## src/rtl/dds_pbk_sequencer_if.sv

```systemverilog
// Entry write channel of the DDS parallel-port sequencer: one timed entry per valid/ready handshake.
interface dds_pbk_sequencer_if #(
  parameter int CW = 16
);
  logic          in_vld;
  logic          in_rdy;
  logic [1:0]    in_pf;
  logic [15:0]   in_dat;
  logic [CW-1:0] in_hold;
  logic          in_last;

  modport master (output in_vld, in_pf, in_dat, in_hold, in_last, input in_rdy);
  modport slave  (input in_vld, in_pf, in_dat, in_hold, in_last, output in_rdy);
endinterface

```

## src/rtl/dds_pbk_sequencer.sv

```systemverilog
// Plays a FIFO of timed entries onto one DDS channel's parallel port, then strobes io_upd
// for UPD_W cycles at the end of each segment.
module dds_pbk_sequencer #(
  parameter int DEPTH = 16,
  parameter int CW    = 16,
  parameter int UPD_W = 4
) (
  input  logic                   clk,
  input  logic                   rst,
  dds_pbk_sequencer_if.slave     in_if,
  input  logic                   start,
  input  logic                   abort,
  output logic                   busy,
  output logic                   underrun,
  output logic [$clog2(DEPTH):0] level,
  output logic                   tx_en,
  output logic [1:0]             pf,
  output logic [15:0]            pdat,
  output logic                   io_upd
);
  localparam int AW = $clog2(DEPTH);
  localparam int UW = (UPD_W > 1) ? $clog2(UPD_W) : 1;
  localparam logic [AW:0]   FULL_LVL = (AW+1)'(DEPTH);
  localparam logic [UW-1:0] UPD_LOAD = UW'(UPD_W - 1);

  typedef struct packed {
    logic [1:0]    pf;
    logic [15:0]   dat;
    logic [CW-1:0] hold;
    logic          last;
  } entry_t;

  typedef enum logic [1:0] {
    ST_IDLE = 2'd0,
    ST_PLAY = 2'd1,
    ST_UPD  = 2'd2
  } state_t;

  entry_t        mem_r [DEPTH];
  logic [AW-1:0] wr_ptr_r;
  logic [AW-1:0] rd_ptr_r;
  logic [AW:0]   count_r;
  state_t        state_r;
  logic [CW-1:0] hold_cnt_r;
  logic [UW-1:0] upd_cnt_r;
  logic          cur_last_r;
  logic          busy_r;
  logic          underrun_r;
  logic          tx_en_r;
  logic          io_upd_r;
  logic [1:0]    pf_r;
  logic [15:0]   pdat_r;

  logic          full_s;
  logic          empty_s;
  logic          push_s;
  logic          pop_s;
  entry_t        head_s;
  entry_t        wr_entry_s;

  // FIFO flags, write/read decisions; a pop is requested only when playback consumes the head
  always_comb begin
    full_s          = (count_r == FULL_LVL);
    empty_s         = (count_r == {(AW+1){1'b0}});
    head_s          = mem_r[rd_ptr_r];
    wr_entry_s.pf   = in_if.in_pf;
    wr_entry_s.dat  = in_if.in_dat;
    wr_entry_s.hold = in_if.in_hold;
    wr_entry_s.last = in_if.in_last;
    push_s          = in_if.in_vld && !full_s && !abort;
    pop_s           = 1'b0;
    if (abort) begin
      pop_s = 1'b0;
    end else begin
      case (state_r)
        ST_IDLE: pop_s = start && !empty_s;
        ST_PLAY: pop_s = (hold_cnt_r == {CW{1'b0}}) && !cur_last_r && !empty_s;
        default: pop_s = 1'b0;
      endcase
    end
  end

  assign in_if.in_rdy = !full_s;

  // Entry storage; occupancy is tracked by count_r so the array itself needs no reset
  always_ff @(posedge clk) begin
    if (push_s) begin
      mem_r[wr_ptr_r] <= wr_entry_s;
    end
  end

  // Playback FSM with FIFO pointers and all registered outputs
  always_ff @(posedge clk or posedge rst) begin
    if (rst) begin
      wr_ptr_r   <= {AW{1'b0}};
      rd_ptr_r   <= {AW{1'b0}};
      count_r    <= {(AW+1){1'b0}};
      state_r    <= ST_IDLE;
      hold_cnt_r <= {CW{1'b0}};
      upd_cnt_r  <= {UW{1'b0}};
      cur_last_r <= 1'b0;
      busy_r     <= 1'b0;
      underrun_r <= 1'b0;
      tx_en_r    <= 1'b0;
      io_upd_r   <= 1'b0;
      pf_r       <= 2'd0;
      pdat_r     <= 16'd0;
    end else if (abort) begin
      // Flush and stop; pf/pdat and the sticky underrun flag are left as they were
      wr_ptr_r   <= {AW{1'b0}};
      rd_ptr_r   <= {AW{1'b0}};
      count_r    <= {(AW+1){1'b0}};
      state_r    <= ST_IDLE;
      hold_cnt_r <= {CW{1'b0}};
      upd_cnt_r  <= {UW{1'b0}};
      busy_r     <= 1'b0;
      tx_en_r    <= 1'b0;
      io_upd_r   <= 1'b0;
    end else begin
      if (push_s) begin
        wr_ptr_r <= wr_ptr_r + AW'(1'b1);
      end
      if (pop_s) begin
        rd_ptr_r <= rd_ptr_r + AW'(1'b1);
      end
      case ({push_s, pop_s})
        2'b10:   count_r <= count_r + (AW+1)'(1'b1);
        2'b01:   count_r <= count_r - (AW+1)'(1'b1);
        default: count_r <= count_r;
      endcase

      case (state_r)
        ST_IDLE: begin
          tx_en_r  <= 1'b0;
          io_upd_r <= 1'b0;
          if (start) begin
            if (!empty_s) begin
              pf_r       <= head_s.pf;
              pdat_r     <= head_s.dat;
              hold_cnt_r <= head_s.hold;
              cur_last_r <= head_s.last;
              tx_en_r    <= 1'b1;
              underrun_r <= 1'b0;
              busy_r     <= 1'b1;
              state_r    <= ST_PLAY;
            end else begin
              underrun_r <= 1'b1;
            end
          end
        end
        ST_PLAY: begin
          if (hold_cnt_r != {CW{1'b0}}) begin
            hold_cnt_r <= hold_cnt_r - CW'(1'b1);
          end else if (cur_last_r) begin
            tx_en_r   <= 1'b0;
            io_upd_r  <= 1'b1;
            upd_cnt_r <= UPD_LOAD;
            state_r   <= ST_UPD;
          end else if (!empty_s) begin
            // Next entry follows with no gap cycle
            pf_r       <= head_s.pf;
            pdat_r     <= head_s.dat;
            hold_cnt_r <= head_s.hold;
            cur_last_r <= head_s.last;
          end else begin
            tx_en_r    <= 1'b0;
            underrun_r <= 1'b1;
            busy_r     <= 1'b0;
            state_r    <= ST_IDLE;
          end
        end
        ST_UPD: begin
          if (upd_cnt_r == {UW{1'b0}}) begin
            io_upd_r <= 1'b0;
            busy_r   <= 1'b0;
            state_r  <= ST_IDLE;
          end else begin
            upd_cnt_r <= upd_cnt_r - UW'(1'b1);
          end
        end
        default: begin
          tx_en_r  <= 1'b0;
          io_upd_r <= 1'b0;
          busy_r   <= 1'b0;
          state_r  <= ST_IDLE;
        end
      endcase
    end
  end

  assign busy     = busy_r;
  assign underrun = underrun_r;
  assign level    = count_r;
  assign tx_en    = tx_en_r;
  assign pf       = pf_r;
  assign pdat     = pdat_r;
  assign io_upd   = io_upd_r;

endmodule
```

## src/flat_wrapper.sv

```systemverilog
// flat-port wrapper written by rule: the top's interface ports become plain ports
module dds_pbk_sequencer_flat 
#(
  parameter int DEPTH = 16,
  parameter int CW    = 16,
  parameter int UPD_W = 4
)
  (clk, rst, start, abort, busy, underrun, level, tx_en, pf, pdat, io_upd, in_if_in_vld, in_if_in_pf, in_if_in_dat, in_if_in_hold, in_if_in_last, in_if_in_rdy);
  dds_pbk_sequencer_if #(.CW(CW)) in_if_i ();
  input  logic clk;
  input  logic rst;
  input  logic start;
  input  logic abort;
  output logic busy;
  output logic underrun;
  output logic [$clog2(DEPTH):0] level;
  output logic tx_en;
  output logic [1:0] pf;
  output logic [15:0] pdat;
  output logic io_upd;
  input wire logic [$bits(in_if_i.in_vld)-1:0] in_if_in_vld;
  input wire logic [$bits(in_if_i.in_pf)-1:0] in_if_in_pf;
  input wire logic [$bits(in_if_i.in_dat)-1:0] in_if_in_dat;
  input wire logic [$bits(in_if_i.in_hold)-1:0] in_if_in_hold;
  input wire logic [$bits(in_if_i.in_last)-1:0] in_if_in_last;
  output wire logic [$bits(in_if_i.in_rdy)-1:0] in_if_in_rdy;
  assign in_if_i.in_vld = in_if_in_vld;
  assign in_if_i.in_pf = in_if_in_pf;
  assign in_if_i.in_dat = in_if_in_dat;
  assign in_if_i.in_hold = in_if_in_hold;
  assign in_if_i.in_last = in_if_in_last;
  assign in_if_in_rdy = in_if_i.in_rdy;
  dds_pbk_sequencer #(.DEPTH(DEPTH), .CW(CW), .UPD_W(UPD_W)) u_core (.clk(clk), .rst(rst), .in_if(in_if_i), .start(start), .abort(abort), .busy(busy), .underrun(underrun), .level(level), .tx_en(tx_en), .pf(pf), .pdat(pdat), .io_upd(io_upd));
endmodule
```

## config.mk

```make
export PLATFORM = sky130hd
export DESIGN_NAME = dds_pbk_sequencer_flat
export DESIGN_NICKNAME = d
export VERILOG_FILES = /design/src/rtl/dds_pbk_sequencer_if.sv /design/src/rtl/dds_pbk_sequencer.sv /design/src/flat_wrapper.sv
export SDC_FILE = /design/constraint.sdc
export NUM_CORES = 1
export LEC_CHECK = 0
export CAP_MARGIN = 20
export CORE_MARGIN = 5
export CORE_UTILIZATION = 55
export DETAILED_ROUTE_END_ITERATION = 8
export GPL_ROUTABILITY_DRIVEN = 0
export HOLD_SLACK_MARGIN = 0.02
export PLACE_DENSITY = 0.82
export SLEW_MARGIN = 10
export SYNTH_ARGS = -nofsm -noshare
export SYNTH_HDL_FRONTEND = slang
export SYNTH_SLANG_ARGS = --single-unit
```

## constraint.sdc

```tcl
create_clock -name clk -period 7.7 [get_ports clk]
set_input_delay 0.77 -clock clk [delete_from_list [all_inputs] [get_ports clk]]
set_output_delay 0.77 -clock clk [all_outputs]
set_load 0.1 [all_outputs]
```

==> impl_metrics.tcl <==
set metrics [dict create \
    status "finished clean" \
    grt_pass1_vias 12900 \
    rrSetupSlack_ps 4290 \
    slew_headroom_pct 25.3 \
    powerDensity_mw_per_mm2 331 \
    cp-start-kind "register" \
    holdWs_ps 507 \
    fillers 2950 \
    synth_warnings 0 \
    track_usage_pct 22.1 \
    end_kind "output pin" \
    synth_cell_type_count 66 \
    crit_end "in_if_in_rdy" \
    wirelength_um 54200 \
    min_period_ps 3760 \
    max_cap_viol_count 0 \
    globalRoute.totalOverflow 0 \
    maxSlewViolCount 0 \
    synth-edff-count 560 \
    syn_area_mm2 0.0245 \
    async_flop_share_pct 9.09 \
    die_y_um 221 \
    fin_ws_ps 3940 \
    cts_resized 0 \
    stdcell_count 1937 \
    die_area_mm2 0.0489 \
    floorplan.initialDensity_pct 55.5 \
    ff2ff_path_depth 5 \
    timing.rr.end "u_core.hold_cnt_r[4]$_DFFE_PP0P_" \
    finClkSkew_ps 22.0 \
    final_common_cell "edfxtp_1" \
    synth_flop_cell "edfxtp_1" \
    num_io_pins 68 \
    synth_fp_nets 1257 \
    regArea_mm2 0.0182 \
    layout_common_cells "edfxtp_1, mux4_2, nand2_1" \
    vias 12500 \
    core-area_mm2 0.0441 \
    port_buffers 67 \
    placed_cells 1829 \
    cts_hold_repair.buffers 0 \
    numClockSinks 616 \
    cts-root-buf "clkbuf_16" \
    wire_per_inst_um 28.0 \
    max_freq_mhz 266 \
    ys_seq_area_share_pct 74.4 \
    cp.required_ps 6930 \
    cp-startpoint "u_core.level[0]$_DFFE_PP0P_" \
    ant_nets 0 \
    min_path_type "register to register" \
    setup_viol_count_final 0 \
    via_per_inst 6.45 \
    fin_crit_sh_pct 48.8 \
    cts_buffer_depth 3 \
    rsz0062_at_grt "no" \
    cts_tree "done" \
    place_ws_ps 3640 \
    cts_max_level 2 \
    hold_viol_final 0 \
    worstSetupPathType "register to output pin" \
    final_nets 1348 \
    syn_area_per_cell_um2 20.3 \
    drtPass1Iterations 7 \
    critical_path_arrival_ps 2990 \
    drive_gt1_share_pct 22.9 \
    drc_errors 0 \
    grt_start_max_net_pins 60 \
    clock_latency_ps 620 \
    worstReg2RegStart "u_core.hold_cnt_r[12]$_DFFE_PP0P_" \
    path_max_fanout 6 \
    p_leak_nw 8.81 \
    syn_to_final_growth_pct 12.8 \
    row_count 77 \
    cts_buffers 56 \
    antenna_found_initial 5 \
    grt_pass1_wl_um 82100 \
    ir_worst_vdd_mv 0.378 \
    path_clk_slew_ps 60 \
    tightest_slew_ps 1120 \
    synth-seq-cells 616 \
    dp_hpwl_um 28700 \
    tns_ps 0 \
    postCtsSetupBuffers 0 \
    drt-initial-drc-count 1596 \
    p_total_mw 9.16 \
    die_w_um 221 \
    multi_input_area_mm2 0.00590 \
    netlist_instances 1205 \
]
-- per-layer routing --
layer / GRT usage, % / vias to the layer above / part of all wire (%) / wire [um]
li1: - / 5154 / - / -
met1: 30.6 / 6493 / 38 / 20600
met2: 36.6 / 730 / 50 / 27300
met3: 4.16 / 105 / 8.9 / 4840
met4: 6.68 / 6 / 2.6 / 1430
met5: 0 / - / 0.063 / 34
-- cells in the mapped netlist, drive strengths merged (3+ instances only) --
cell type	n	area share (%)
a211oi	9	0.28
a21o	6	0.18
a21oi	22	0.45
a221oi	5	0.18
a31oi	7	0.18
a32o	3	0.12
and2	14	0.36
and3	5	0.13
buf	40	1.0
clkbuf	20	0.31
dfrtp	56	5.7
edfxtp	560	69
ha	11	0.56
inv	17	0.26
mux2	6	0.28
mux2i	17	0.69
mux4	163	15
nand2	86	1.3
nand2b	3	0.077
nand3	8	0.16
nand3b	3	0.092
nand4	4	0.10
nor2	23	0.35
nor2b	9	0.23
nor3	13	0.31
nor4	10	0.33
o211ai	6	0.18
o21ai	31	0.74
o22ai	5	0.13
o31ai	5	0.15
xor2	8	0.29
-- power breakdown --
group	switching, mW	total (mW)	internal (mW)
Combinational	1.47	2.38	0.916
Clock	1.20	2.77	1.57
Sequential	0.203	4.01	3.80
Total	2.87	9.16	6.28
-- through the flow --
stage	cell area (um^2)	utilization, %
after floorplan	24500	-
after global placement	25800	58.5
after detailed placement	25800	58.5
after CTS	27600	62.6
after global routing	27600	62.6
final	27600	62.6
-- cells by family after synthesis --
group	after synthesis	synth area share, %
compound gates	117	3.24
xor+xnor	9	0.322
fa+ha+maj	12	0.644
buf+inv	77	1.60
flops	616	74.4
mux	186	16.0
simple gates	188	3.82
-- how the worst min path moves through the flow --
stage / startpoint / slack [ps] / to / cells past startpoint
6_report: u_core.underrun$_DFFE_PP0P_ / 510 / u_core.underrun$_DFFE_PP0P_ / 1
5_1_grt: u_core.underrun$_DFFE_PP0P_ / 510 / u_core.underrun$_DFFE_PP0P_ / 1
4_1_cts: u_core.underrun$_DFFE_PP0P_ / 500 / u_core.underrun$_DFFE_PP0P_ / 1
3_5_place_dp: u_core.underrun$_DFFE_PP0P_ / 490 / u_core.underrun$_DFFE_PP0P_ / 1
3_3_place_gp: u_core.underrun$_DFFE_PP0P_ / 460 / u_core.underrun$_DFFE_PP0P_ / 1
2_1_floorplan: u_core.upd_cnt_r[1]$_DFFE_PP0P_ / 490 / u_core.upd_cnt_r[1]$_DFFE_PP0P_ / 1
-- critical path, stage by stage (launching register included) --
cell and delay (ps):
dfrtp_1 410, or4_1 670, or2_2 340, clkdlybuf4s50_1 970
-- cell type report --
cell class / instances / area share, %
timing repair buffer: 93 / 3.13
tap: 592 / 2.68
clock buffer: 72 / 5.36
inverter: 17 / 0.231
multi-input combinational: 512 / 21.4
antenna: 2 / 0.0181
sequential: 616 / 66.0
clock inverter: 33 / 1.26
-- state kept, by name (all words and copies together), names as in the netlist --
register	cells
u_core.io_upd	1
u_core.level	5
u_core.busy	1
u_core.mem_r	560
u_core.wr_ptr_r	4
u_core.pf	2
u_core.upd_cnt_r	2
u_core.state_r	2
u_core.rd_ptr_r	4
u_core.underrun	1
u_core.tx_en	1
u_core.cur_last_r	1
u_core.hold_cnt_r	16
u_core.pdat	16
(Power assumes the default switching activity.)
